<file path="src/rtl/popcount_stream.sv">
// popcount_stream: counts set bits of TKEEP-masked stream beats plus MMIO words through a 2-stage pipeline
// Ports:
//   S_AXIS_ACLK, S_AXIS_ARESETN          clock, asynchronous active-low reset
//   S_AXIS_TDATA/TKEEP/TLAST/TVALID      stream beat in; S_AXIS_TREADY accept
//   WRITE_DATA, WRITE_VALID              MMIO word to count (all bytes)
//   COUNT, COUNT_RST, COUNT_BUSY         running total, sync clear/flush, busy flag
//   LAST_COUNT, LAST_VALID               total of last completed packet, update pulse
//   OVERFLOW                             sticky COUNT wrap/clamp flag
module popcount_stream #(
    parameter int DATA_WIDTH  = 32,
    parameter int COUNT_WIDTH = 32,
    parameter int SATURATE    = 0
) (
    input  logic                      S_AXIS_ACLK,
    input  logic                      S_AXIS_ARESETN,
    input  logic [DATA_WIDTH-1:0]     S_AXIS_TDATA,
    input  logic [DATA_WIDTH/8-1:0]   S_AXIS_TKEEP,
    input  logic                      S_AXIS_TLAST,
    input  logic                      S_AXIS_TVALID,
    output logic                      S_AXIS_TREADY,
    input  logic [DATA_WIDTH-1:0]     WRITE_DATA,
    input  logic                      WRITE_VALID,
    output logic [COUNT_WIDTH-1:0]    COUNT,
    input  logic                      COUNT_RST,
    output logic                      COUNT_BUSY,
    output logic [COUNT_WIDTH-1:0]    LAST_COUNT,
    output logic                      LAST_VALID,
    output logic                      OVERFLOW
);
    localparam int KW = DATA_WIDTH / 8;
    localparam int SW = $clog2(2 * DATA_WIDTH + 1);

    typedef enum logic {IDLE, IN_PKT} state_t;

    state_t                 state, state_next;
    logic                   beat_acc, wr_acc;
    logic [DATA_WIDTH-1:0]  kept;
    logic [SW-1:0]          sum_next, s1_sum;
    logic                   s1_valid, s1_last;
    logic [COUNT_WIDTH:0]   count_add, pkt_add;
    logic [COUNT_WIDTH-1:0] count_next, pkt_next, pkt_acc;

    function automatic logic [SW-1:0] popcount(input logic [DATA_WIDTH-1:0] d);
        logic [SW-1:0] n;
        n = '0;
        for (int i = 0; i < DATA_WIDTH; i++) n += SW'(d[i]);
        return n;
    endfunction

    assign S_AXIS_TREADY = S_AXIS_ARESETN & ~COUNT_RST;
    assign beat_acc      = S_AXIS_TVALID & S_AXIS_TREADY;
    assign wr_acc        = WRITE_VALID & ~COUNT_RST;
    assign COUNT_BUSY    = s1_valid | (state == IN_PKT);

    always_comb begin
        kept = '0;
        for (int i = 0; i < KW; i++) kept[i*8 +: 8] = S_AXIS_TKEEP[i] ? S_AXIS_TDATA[i*8 +: 8] : 8'h00;
        sum_next = (beat_acc ? popcount(kept) : '0) + (wr_acc ? popcount(WRITE_DATA) : '0);
    end

    // One extra bit catches the carry; SATURATE chooses clamp vs wrap.
    always_comb begin
        count_add  = {1'b0, COUNT} + (COUNT_WIDTH+1)'(s1_sum);
        pkt_add    = {1'b0, pkt_acc} + (COUNT_WIDTH+1)'(s1_sum);
        count_next = (count_add[COUNT_WIDTH] && SATURATE != 0) ? '1 : count_add[COUNT_WIDTH-1:0];
        pkt_next   = (pkt_add[COUNT_WIDTH] && SATURATE != 0) ? '1 : pkt_add[COUNT_WIDTH-1:0];
    end

    always_comb begin
        state_next = state;
        if (beat_acc) state_next = S_AXIS_TLAST ? IDLE : IN_PKT;
    end

    always_ff @(posedge S_AXIS_ACLK or negedge S_AXIS_ARESETN) begin
        if (!S_AXIS_ARESETN)
            state <= IDLE;
        else if (COUNT_RST)
            state <= IDLE;
        else
            state <= state_next;
    end

    always_ff @(posedge S_AXIS_ACLK or negedge S_AXIS_ARESETN) begin
        if (!S_AXIS_ARESETN) begin
            s1_valid   <= 1'b0;
            s1_sum     <= '0;
            s1_last    <= 1'b0;
            COUNT      <= '0;
            pkt_acc    <= '0;
            LAST_COUNT <= '0;
            LAST_VALID <= 1'b0;
            OVERFLOW   <= 1'b0;
        end else if (COUNT_RST) begin
            s1_valid   <= 1'b0;
            s1_sum     <= '0;
            s1_last    <= 1'b0;
            COUNT      <= '0;
            pkt_acc    <= '0;
            LAST_COUNT <= '0;
            LAST_VALID <= 1'b0;
            OVERFLOW   <= 1'b0;
        end else begin
            s1_valid   <= beat_acc | wr_acc;
            s1_sum     <= sum_next;
            s1_last    <= beat_acc & S_AXIS_TLAST;
            LAST_VALID <= s1_valid & s1_last;
            if (s1_valid) begin
                COUNT    <= count_next;
                OVERFLOW <= OVERFLOW | count_add[COUNT_WIDTH];
                if (s1_last) begin
                    LAST_COUNT <= pkt_next;
                    pkt_acc    <= '0;
                end else begin
                    pkt_acc <= pkt_next;
                end
            end
        end
    end
endmodule

</file>
<file path="config.mk">
export PLATFORM = sky130hd
export DESIGN_NAME = popcount_stream
export DESIGN_NICKNAME = d
export VERILOG_FILES = /design/src/rtl/popcount_stream.sv
export SDC_FILE = /design/constraint.sdc
export NUM_CORES = 1
export LEC_CHECK = 0
export ABC_AREA = 1
export BUFFER_PORTS_ARGS = -buffer_cell sky130_fd_sc_hd__buf_2
export CORE_MARGIN = 5
export CORE_UTILIZATION = 52
export DETAILED_ROUTE_END_ITERATION = 8
export PLACE_DENSITY = 0.78
export RECOVER_POWER = 100
export SKIP_CTS_REPAIR_TIMING = 1
export SLEW_MARGIN = 20
export SYNTH_ARGS = -nofsm -noshare
export SYNTH_HDL_FRONTEND = slang
export SYNTH_SLANG_ARGS = --single-unit
</file>
<file path="constraint.sdc">
create_clock -name S_AXIS_ACLK -period 1.9 [get_ports S_AXIS_ACLK]
set_input_delay 0.095 -clock S_AXIS_ACLK [delete_from_list [all_inputs] [get_ports S_AXIS_ACLK]]
set_output_delay 0.095 -clock S_AXIS_ACLK [all_outputs]
set_load 0.005 [all_outputs]
</file>
==> parameters.txt <==
Parameter                              Value

Placement
  Count of input and output buffers    141
  Final Wtd Congestion    0.9648
  HPWL after detailed placement    16.56 mm
  Total instance count after detailed placement    1,538

Synth
  Syn_nets    1,318
  Cell with the most instances after synthesis    nand2_1
  Synth cell count leaders    nand2_1 (373), inv_1 (198), nand3_1 (119)
  Sequential area share after synthesis    0.3245
  Number of register bits inferred by synthesis    108
  Synth area leader    dfrtp_1
  Area share of the largest cell type after synthesis    0.3245
  Number of enable-type register cells in the synthesized netlist    0
  Warnings, synthesis    0
  Combined area of all synthesized cells    0.008328 mm²
  Post-synthesis average cell area    7.185 µm²
  Count of distinct cell types in the synthesized netlist    40
  Ys flop type    dfrtp_1
  Cell count after synthesis    1,159
  Fraction of registers with async set/reset    1.000
  Largest cells by area after synthesis    dfrtp_1 (32%), nand2_1 (17%), fa_1 (12%), inv_1 (8.9%), nand3_1 (7.2%)

Finish
  Diodes inserted    0
  Final Core Density    0.6751
  Layout overhead on the synthesized area    27.84%
  Fraction of final layout cells with drive strength greater than 1    0.2526
  Filler cells    1,294
  Sequential standard cell area    0.002708 mm²
  Final net count    1,504
  Number of standard cells in the layout, taps in and fillers out    1,566
  Multi-input logic area    0.005482 mm²

Power and ir drop
  Worst IR Drop VDD    0.9772 mV
  Leakage Power    5.729 nW
  Power after layout    9.257 mW
  Pwr dens    869.5 mW/mm²

Timing
  Min cycle time layout    4.961 ns
  RSZ-0062 raised after global routing    yes
  Max Clock Freq    201.6 MHz
  Actual slew at the worst max-slew pin    1.340 ns
  Worst-case headroom to the max-slew limit    0.1067
  Period utilisation layout    2.611
  Worst path setup slack after routing    -3.061 ns
  Hold Vio Cnt, Final    0
  Clock tree skew after final layout    0.01538 ns
  Total negative slack    -34.46 ns
  Number of max-slew violations in the final report    0
  Final number of setup-violating endpoints    93

Min path
  Hold WC Path Type    in2reg
  Cells on Worst Hold Path    3
  Hold Startpoint    S_AXIS_TLAST
  Endpoint with the worst hold slack    s1_last$_DFF_PN0_

Global route
  Initial antenna violation count    0
  Overflow left after global routing    0
  GRT Total Usage    0.2319
  Pin count of the biggest net entering global routing    57
  First-pass GRT wire length    35.28 mm
  Vias in the first global route    7,635

CTS
  Root Driver    clkbuf_16
  CTS Sinks    108
  Insertion delay of the later-clocked pin in the worst-skew pair    0.36 ns
  CTS tree    yes
  # H-tree levels    3
  CTS buffer count    9
  Clock-pin slew reported for the worst setup and hold paths after clock tree synthesis    0.07 ns
  Number of buffers on the longest clock path    2

Drt
  First-iteration detailed-routing DRC count    785
  DRC violation count after routing    0
  Total wire length after detailed routing    23.74 mm
  Detail-routed via count per cell    5.322
  First-pass DRT Iterations    7
  Routed length per placed instance    15.16 µm
  Vias    8,334
  Antenna Violating Nets Remaining    0

Worst setup path
  Slowest stage delay, CP    0.59 ns
  CP Capture Type    register
  Cells traversed along the worst timing path    buf_8 > nand2_4 > inv_2 > fa_1 > inv_2 > fa_1 > fa_2 > fa_1 > fa_1 > fa_1 > inv_2 > ha_4 > inv_2 > fa_2 > nor2_4 > o21ai_1 > nand2_1 > o21ai_1 > a21oi_1 > ha_1 > buf_4 > a21o_1 > a21oi_2 > nor2_1
  Worst Path Class, Setup    in2reg
  Required time of the worst setup path    2.14 ns
  Most frequent cell on the critical path    fa_1
  R2r setup slk    -0.17 ns
  Highest fanout seen on the critical path    4
  Startpoint kind of the worst setup timing path    input port
  Slowest stage cell, crit path    fa_2
  Reg2reg start    s1_sum[0]$_DFF_PN0_
  Worst Reg2Reg Path Length in Cells    11
  Data arrival time of the critical path    5.20 ns
  End of the worst register-to-register path    pkt_acc[8]$_DFFE_PN0P_

Floorplan
  Standard cell core area    0.01577 mm²
  I/O pins    142
  X dimension of the die    136.6 µm
  Chip height    136.6 µm
  Initial cell density of the core    0.5281
  Die area    0.01865 mm²
  Cell Rows    46

Run
  Max-cap violations    0

Status
  Violations in the final reports    setup timing
  Outcome    finished, violations left
## flip-flops by register name, indices dropped and copies added (netlist names)
name / cells
COUNT: 32
LAST_COUNT: 32
pkt_acc: 32
s1_sum: 7
LAST_VALID: 1
OVERFLOW: 1
s1_last: 1
s1_valid: 1
state: 1
## cell usage in the layout, fill, tap and decap left out, drive strengths merged, types with 2 or more instances in the layout
cell type | Yosys | final
inv | 204 | 206
nor3 | 18 | 18
buf | 16 | 156
clkinv | 0 | 2
dlygate4sd3 | 0 | 2
and2 | 6 | 6
nor2 | 105 | 105
xnor2 | 4 | 4
a21oi | 22 | 22
fa | 51 | 51
dfrtp | 108 | 108
ha | 34 | 34
and3 | 2 | 2
o21ai | 41 | 41
or2 | 4 | 4
nand3 | 122 | 122
clkinvlp | 0 | 2
nand4 | 16 | 16
clkbuf | 7 | 50
nand2 | 375 | 375
nand3b | 6 | 6
a22o | 2 | 2
xor2 | 8 | 8
a21boi | 2 | 2
## cell families after synthesis
group           after synthesis  synth area share
simple gates                657            0.3388
buf+inv                     227            0.1050
flops                       108            0.3245
fa+ha+maj                    85            0.1737
compound gates               70           0.04537
xor+xnor                     12           0.01262
## power by group
group	switching (mW)	leakage, nW	internal [mW]
combinational	2.68	4.10	2.30
clock	0.907	0.135	0.936
sequential	0.0785	1.50	2.36
total	3.66	5.73	5.59
## critical path, delay by kind of cell
kind                       cells  cell delay (ns)
AOI/OAI and AO/OA              5             0.57
and+or+nand+nor                4             0.28
adders and majority gates      9             3.79
buffers and inverters          6             0.44
## worst max-delay path by stage
stage | from | to | depth (start not counted)
after floorplan | S_AXIS_TKEEP[0] | s1_sum[6]$_DFF_PN0_ | 24
final | S_AXIS_TKEEP[1] | s1_sum[6]$_DFF_PN0_ | 24
after global routing | S_AXIS_TKEEP[1] | s1_sum[5]$_DFF_PN0_ | 26
after global placement | WRITE_DATA[0] | s1_sum[6]$_DFF_PN0_ | 22
after detailed placement | S_AXIS_TKEEP[0] | s1_sum[6]$_DFF_PN0_ | 24
after CTS | S_AXIS_TKEEP[0] | s1_sum[6]$_DFF_PN0_ | 24
## per-layer routing
metal / up-vias / GRT usage / part of all wire
li1: 3960 / - / -
met1: 3905 / 0.3289 / 0.42
met2: 411 / 0.3746 / 0.48
met3: 58 / 0.03419 / 0.077
met4: 0 / 0.06103 / 0.023
met5: - / 0 / 0
## per-stage QoR
step / area [µm²] / hold slack (ns) / setup WS (ns)
floorplan: 8389 / -0.2006 / -3.128
global placement: 9580 / 0.2745 / -3.253
detailed placement: 9580 / 0.2748 / -3.368
CTS: 9866 / -0.09552 / -3.010
global route: 10650 / 0.04670 / -3.325
finish: 10650 / 0.05150 / -3.061
## area by class of cell
class | instances | area share
clock inverters | 6 | 0.004348
flip-flops and latches | 108 | 0.2543
inverters | 204 | 0.07192
clock buffers | 10 | 0.02245
multi-input cells | 824 | 0.5149
repair buffers | 198 | 0.1067
well taps | 216 | 0.02538
Note: power is estimated with default switching activity, not from simulation.
